$ cat src/rtl/hazard_stall_ctrl.sv
// hazard_stall_ctrl: RAW-hazard stall and branch/jump flush sequencing for the IF/ID front end.
// Optional macro FORWARDING_EN: EX/MEM forwarding exists, so only load-use and branch-operand hazards stall.
module hazard_stall_ctrl #(
    parameter int WB_SPLIT = 1,
    parameter int CNT_W    = 16
) (
    input  logic             clk,
    input  logic             reset,
    input  logic [31:0]      instr_id,
    input  logic             id_valid,
    input  logic             branch_taken,
    input  logic             jump,
    output logic             pc_write,
    output logic             if_id_write,
    output logic             if_id_flush,
    output logic             id_ex_bubble,
    output logic [CNT_W-1:0] stall_cnt,
    output logic [CNT_W-1:0] flush_cnt
);
    typedef struct packed {
        logic       vld;
        logic [4:0] dst;
        logic       load;
    } sb_ent_t;

    localparam logic [5:0] OP_RTYPE = 6'h00;
    localparam logic [5:0] OP_ADDI  = 6'h08;
    localparam logic [5:0] OP_LW    = 6'h23;
    localparam logic [5:0] OP_SW    = 6'h2B;
    localparam logic [5:0] OP_BEQ   = 6'h04;
    localparam logic [5:0] OP_BNE   = 6'h05;

    sb_ent_t          ex_q, ex_d, mem_q, mem_d, wb_q, wb_d;
    logic [CNT_W-1:0] stall_cnt_q, stall_cnt_d, flush_cnt_q, flush_cnt_d;

    logic [5:0] opcode;
    logic [4:0] rs, rt, rd;
    logic       rd_rs, rd_rt, is_branch;
    sb_ent_t    id_ent;
    logic       hz_ex, hz_mem, hz_wb, hazard, stall, flush;
    logic       unused_bits;

    function automatic logic src_hit(input logic en, input logic [4:0] src, input sb_ent_t e);
        return en && (src != 5'd0) && e.vld && (e.dst == src);
    endfunction

    function automatic logic [CNT_W-1:0] sat_inc(input logic [CNT_W-1:0] v, input logic en);
        return (en && (v != {CNT_W{1'b1}})) ? v + {{(CNT_W-1){1'b0}}, 1'b1} : v;
    endfunction

    always_comb begin
        opcode    = instr_id[31:26];
        rs        = instr_id[25:21];
        rt        = instr_id[20:16];
        rd        = instr_id[15:11];
        rd_rs     = 1'b0;
        rd_rt     = 1'b0;
        is_branch = 1'b0;
        id_ent    = '0;
        if (id_valid && (instr_id != 32'd0)) begin
            case (opcode)
                OP_RTYPE: begin
                    rd_rs      = 1'b1;
                    rd_rt      = 1'b1;
                    id_ent.vld = 1'b1;
                    id_ent.dst = rd;
                end
                OP_ADDI: begin
                    rd_rs      = 1'b1;
                    id_ent.vld = 1'b1;
                    id_ent.dst = rt;
                end
                OP_LW: begin
                    rd_rs       = 1'b1;
                    id_ent.vld  = 1'b1;
                    id_ent.dst  = rt;
                    id_ent.load = 1'b1;
                end
                OP_SW: begin
                    rd_rs = 1'b1;
                    rd_rt = 1'b1;
                end
                OP_BEQ, OP_BNE: begin
                    rd_rs     = 1'b1;
                    rd_rt     = 1'b1;
                    is_branch = 1'b1;
                end
                default: ;
            endcase
        end
        // a write to $0 is discarded, so it must never look like a producer
        if (id_ent.dst == 5'd0) id_ent = '0;
    end

    always_comb begin
        hz_ex  = src_hit(rd_rs, rs, ex_q)  || src_hit(rd_rt, rt, ex_q);
        hz_mem = src_hit(rd_rs, rs, mem_q) || src_hit(rd_rt, rt, mem_q);
        hz_wb  = src_hit(rd_rs, rs, wb_q)  || src_hit(rd_rt, rt, wb_q);
`ifdef FORWARDING_EN
        // branches compare in ID, so they cannot take a forwarded EX result
        hazard = is_branch ? (hz_ex || (hz_mem && mem_q.load)) : (hz_ex && ex_q.load);
        unused_bits = ^{instr_id[10:0], hz_wb, wb_q};
`else
        hazard = hz_ex || hz_mem || ((WB_SPLIT == 0) && hz_wb);
        unused_bits = ^{instr_id[10:0], wb_q.load, is_branch};
`endif
        stall        = hazard && !reset;
        flush        = (branch_taken || jump) && !stall && !reset;
        pc_write     = !stall;
        if_id_write  = !stall;
        id_ex_bubble = stall;
        if_id_flush  = flush;

        ex_d        = stall ? '0 : id_ent;
        mem_d       = ex_q;
        wb_d        = mem_q;
        stall_cnt_d = sat_inc(stall_cnt_q, stall);
        flush_cnt_d = sat_inc(flush_cnt_q, flush);
    end

    always_ff @(posedge clk) begin
        if (reset) begin
            ex_q        <= '0;
            mem_q       <= '0;
            wb_q        <= '0;
            stall_cnt_q <= '0;
            flush_cnt_q <= '0;
        end else begin
            ex_q        <= ex_d;
            mem_q       <= mem_d;
            wb_q        <= wb_d;
            stall_cnt_q <= stall_cnt_d;
            flush_cnt_q <= flush_cnt_d;
        end
    end

    assign stall_cnt = stall_cnt_q;
    assign flush_cnt = flush_cnt_q;
endmodule

$ cat config.mk
export PLATFORM = sky130hd
export DESIGN_NAME = hazard_stall_ctrl
export DESIGN_NICKNAME = d
export VERILOG_FILES = /design/src/rtl/hazard_stall_ctrl.sv
export SDC_FILE = /design/constraint.sdc
export NUM_CORES = 1
export LEC_CHECK = 0
export CAP_MARGIN = 25
export CORE_MARGIN = 3
export CORE_UTILIZATION = 43
export DETAILED_ROUTE_END_ITERATION = 7
export PLACE_DENSITY = 0.74
export SLEW_MARGIN = 20
export SYNTH_ARGS = -nofsm -noshare
export SYNTH_HDL_FRONTEND = slang
export SYNTH_SLANG_ARGS = --single-unit
$ cat constraint.sdc
create_clock -name clk -period 3.12 [get_ports clk]
set_input_delay 0.936 -clock clk [delete_from_list [all_inputs] [get_ports clk]]
set_output_delay 0.936 -clock clk [all_outputs]
set_load 0.1 [all_outputs]
# After elaboration in Yosys (flattened, before gate mapping)
# Cells that the tools add are included.
# totals
ff_bits,44
input_bits,37
out_inout_bits,36
wordCells,59
# classes
n_addsub,2
eq_ne,11
mux,7
bitwise,1
n_reduce_logical,32
# ops
operator,n
$add 16x1->16 const B,2
$ne 16x16->1 const B,2
$reduce_bool 32->1,1
$eq 5x5->1,4
$logic_and 1x1->1,16
$eq 6x3->1 const B,2
$eq 6x6->1 const B,2
$pmux 6 s2,1
$reduce_bool 5->1,2
$reduce_or 4->1,2
$eq 6x4->1 const B,1
$logic_not 6->1,1
$mux 6,1
$reduce_or 6->1,1
$logic_not 5->1,1
$mux 1,5
$logic_or 1x1->1,4
$reduce_or 3->1,1
$logic_not 1->1,2
$reduce_or 2->1,1
$not 1->1,1

# Depth between registers and ports, before layout
# logic_depth
depth_word,14
mapped_depth,10
ltp_nobuf,8

# Least setup slack after synthesis
# OpenSTA, ideal clock, no wires.
# synth_timing
path_kind,input port to output port
from,input port instr_id[16]
to,output port if_id_flush
arrival_time_ns,4.153
t_required_ns,2.184
slack_ns,-1.969
stages,5
n_path_buf,0
cell_sequence,or4_4 -> nand4bb_4 -> o31ai_4 -> nor2_2 -> nor3_1
# synth_via
elab_chain_len,12
word_cells_on_any_way,24
cone_classes,eq/ne: 2; mux: 2; reduce/logical: 20
# synth_rtl
element,line,source
from (decl),9,"input logic [31:0] instr_id,"
$reduce_bool 32->1,60,if (id_valid && (instr_id != 32'd0)) begin
$logic_and 1x1->1,60,
$mux 1,60,
$logic_and 1x1->1,n/a,
$logic_and 1x1->1 (2 in series),44,return en && (src != 5'd0) && e.vld && (e.dst == src);
"$logic_or 1x1->1, on equally long branches","96, 97",
$logic_or 1x1->1 *,104,hazard = hz_ex || hz_mem || ((WB_SPLIT == 0) && hz_wb);
$logic_and 1x1->1 *,107,stall = hazard && !reset;
$logic_not 1->1 *,108,flush = (branch_taken || jump) && !stall && !reset;
$logic_and 1x1->1 * (2 in series),108,
to (decl),15,"output logic if_id_flush,"
# Mark *: on every way between the ends. The rest lies on a longest branch, timed or not.

# Worst setup path after layout
# layout_timing
from,input port instr_id[20]
to,output port id_ex_bubble
# layout_via
elab_chain_len,9
word_cells_on_any_way,21
cone_classes,eq/ne: 2; mux: 2; reduce/logical: 17
# layout_rtl
element,line,source
$reduce_bool 32->1,60,
$logic_and 1x1->1,60,
$mux 1,60,
$logic_and 1x1->1,n/a,
$logic_and 1x1->1 (2 in series),44,
"$logic_or 1x1->1, on equally long branches","96, 97",
$logic_or 1x1->1 *,104,
$logic_and 1x1->1 *,107,
to (decl),16,"output logic id_ex_bubble,"
# Marks and branches as above.

==> summary.txt <==
Status
  • Status: finished with violations
  • Failing checks: negative setup slack

Place
  • Pre-CTS worst setup slack: -0.8565 ns
  • RD Place Congestion: 0.8562
  • DPL Wire Length: 5119 um
  • Port Buffer Count: 72

Route
  • WL/cell: 14.39 um
  • Drt pass-1 iters: 4
  • Drt total wl: 6662 um
  • Vias: 2548
  • Mean number of vias per cell: 5.503
  • DRC: 0
  • ANT nets after route: 0
  • Initial DRC count: 122

Final layout
  • Synth-to-layout area growth: 49.06%
  • Final-stage net count: 431
  • Ratio of cells with drive above 1 in the final layout: 0.2926
  • Antenna cell count: 0
  • Fill cells: 460

Logic synthesis
  • Register area share after synthesis: 0.3583
  • Number of synthesized flops with an enable pin: 0
  • Mapped Avg Cell Area: 8.657 um^2
  • Synth Net Count: 323
  • Post-Synthesis Cells: 284
  • Yosys cell types: 50
  • Yosys warns: 0
  • Syn Std Cell Area: 2459 um^2
  • Post-synthesis register bit count: 44
  • FFs w/ async S/R, synth: 0
  • Top FF cell, synth: dfxtp_1

Worst setup path
  • CP startpoint kind: input pin
  • CP Cell Sequence: buf_6, or4_4, nand4bb_4, or3_4, nand3_2, or3_4, clkinvlp_4, buf_12
  • Delay of the slowest cell on the worst path: 0.53 ns
  • Crit path DAT: 2.67 ns
  • Required time of the worst setup path: 2.18 ns
  • Kind of critical path: in -> out
  • Worst Path Max Fanout: 3
  • Max stage delay cell, worst path: or4_4
  • Most frequent CP cell: or3_4
  • CP Capture Type: output pin

Pwr
  • PwrDens: 322.9 nW/um^2
  • Sw Pwr: 0.2931 mW
  • Clk pwr share: 0.365
  • Cell internal pwr: 0.8903 mW
  • Sequential share of power: 0.481
  • Pleak: 1.394 nW
  • IR drop worst, VDD: 202.2 uV
  • Part of the power in combinational logic: 0.154
  • Switching Fraction: 0.2477

Timing
  • Worst-Margin Slew: 0.4571 ns
  • Hold_ws: 0.4939 ns
  • Final Max Slew Viols: 0
  • Max Clock Skew: 0.007473 ns
  • Period utilization: 1.155
  • Min setup slack post-route: -0.4844 ns
  • Fmax: 277.4 MHz
  • Count of final setup violators: 4
  • RSZ-0062 raised after global routing: yes
  • Worst rel slew slack: 0.6941
  • Final hold violation count: 0
  • Min Tclk post-route: 3.604 ns

Floorplan
  • Total core area: 5303 um^2
  • Num ports: 73
  • Effective utilization at floorplan: 0.4637
  • Die H: 81.62 um
  • Die Width: 81.62 um
  • DIE AREA: 6661 um^2
  • # rows: 26

Clock tree
  • H-tree depth: 2
  • Hold_buf cts: 0
  • TritonCTS sink count: 44
  • Clock Latency Late Sink: 0.30 ns
  • CTS tree: built
  • CTS Buffer Depth: 2
  • Worst-path clk slew: 0.08 ns
  • CTS Buf Count: 5
  • Root Driver: clkbuf_8

GRT
  • Initial antenna violation count: 0
  • Total track usage: 0.2111
  • First-pass GRT wire length: 11080 um
  • Largest net degree at the start of global routing: 21
  • Gr ovfl total: 0
  • Vias in the first global route: 2455

Flow run
  • Max cap viols: 0

Worst hold path
  • Hold Path Class: reg -> reg
## power by group through the flow
stage          sequential [mW]  combinational, mW  clock [mW]
6_report                 0.569              0.183       0.432
5_1_grt                  0.570              0.196       0.467
4_1_cts                  0.569              0.181       0.441
3_5_place_dp             0.582              0.184           0
3_3_place_gp             0.582              0.181           0
2_1_floorplan            0.600             0.0622           0
## layer usage
layer | global-route usage | part of all wire | wire (um)
met5 | 0 | 0 | 0
met4 | 0.08638 | 0.020 | 136
met3 | 0.03728 | 0.042 | 282
met2 | 0.3624 | 0.50 | 3350
met1 | 0.2606 | 0.43 | 2893
## cell usage after synthesis (3+ instances only)
cell type  number  share of area
or4_1           4          0.012
a22oi_1         3         0.0092
xnor2_1        27          0.096
inv_1           5         0.0076
and2_1          4          0.010
or2_2           3         0.0076
nor2_1         28          0.043
a22o_1          4          0.014
xor2_1          4          0.014
nor2b_1        15          0.038
o31ai_1         6          0.018
o41ai_1         3          0.011
dfxtp_1        44           0.36
a21oi_1         7          0.014
clkbuf_1        4         0.0061
nand3_1        19          0.039
nand4_1        10          0.025
and4_1          4          0.014
o311ai_0        3          0.011
o211ai_1        5          0.015
nor4_1          7          0.018
o21ai_0         3         0.0061
nand2_1        17          0.026
and3_1          3         0.0076
mux2_2          5          0.023
nor3_1         14          0.028
or3_1           4          0.010
## worst max-delay path: cells and delay by family
| kind | cells | cell delay [ns] |
|---|---|---|
| simple gates | 5 | 1.35 |
| buf+inv | 3 | 0.37 |
## path summary, 6_finish.rpt
path / from / cells past startpoint / slack (ns) / to
max: instr_id[20] / 8 / -0.48 / id_ex_bubble
min: ex_q[6] / 1 / 0.49 / mem_q[6]
max reg2reg: stall_cnt[9] / 7 / 0.92 / stall_cnt[5]
min reg2reg: ex_q[6] / 1 / 0.49 / mem_q[6]
## placed cells by master (no fill, tap or decap), types with 4 or more instances in the layout
cell / n
a21oi_1: 7
a22o_1: 4
and2_1: 4
and4_1: 4
buf_12: 5
buf_4: 66
buf_6: 5
clkbuf_8: 5
clkdlybuf4s50_1: 11
dfxtp_1: 44
dlygate4sd2_1: 19
inv_1: 4
mux2_2: 5
nand2_1: 17
nand3_1: 18
nand4_1: 10
nor2_1: 28
nor2b_1: 15
nor3_1: 9
nor4_2: 4
o211ai_1: 5
o31ai_1: 6
or4_1: 4
xnor2_1: 27
xor2_1: 4
## sequential cells by signal (all words and copies together), names as in the netlist
name and flops:
mem_q 6, stall_cnt 16, flush_cnt 16, ex_q 6
## metrics by stage
stage,power [mW],area (um^2),instances,util,setup TNS [ns]
after floorplan,0.6626,2479,284,-,-2.316
after global placement,0.7633,3480,453,0.6562,-11.35
after detailed placement,0.7656,3480,453,0.6562,-13.00
after CTS,1.191,3649,463,0.6881,-1.780
after global routing,1.233,3665,463,0.6911,-1.910
final,1.183,3665,463,0.6911,-1.695
## layout make-up
type | count | area [um^2] | area share
Clock buffer | 6 | 72.57 | 0.01980
Clock inverter | 2 | 35.03 | 0.009560
Inverter | 6 | 26.28 | 0.007170
Multi-Input combinational cell | 225 | 1599 | 0.4363
Sequential cell | 44 | 880.8 | 0.2404
Tap cell | 70 | 87.58 | 0.02390
Timing Repair Buffer | 110 | 963.4 | 0.2629
## timing repair
action / 4_1_cts / 5_1_grt
setup endpoints to repair: 14 / 7
gates resized for setup: 49 / 6
gates cloned: 0 / 0
pin swaps: 17 / 8
buffers inserted: 2 / 0
## cells by family after synthesis
family / synth area share
AO/OA/AOI/OAI: 0.1578
XOR/XNOR: 0.1104
adder cells (fa/ha/maj): 0.01018
buffers and inverters: 0.02951
flip-flops: 0.3583
multiplexers: 0.02697
AND/OR/NAND/NOR: 0.3069
No activity file was read; power rests on OpenSTA's default activity.
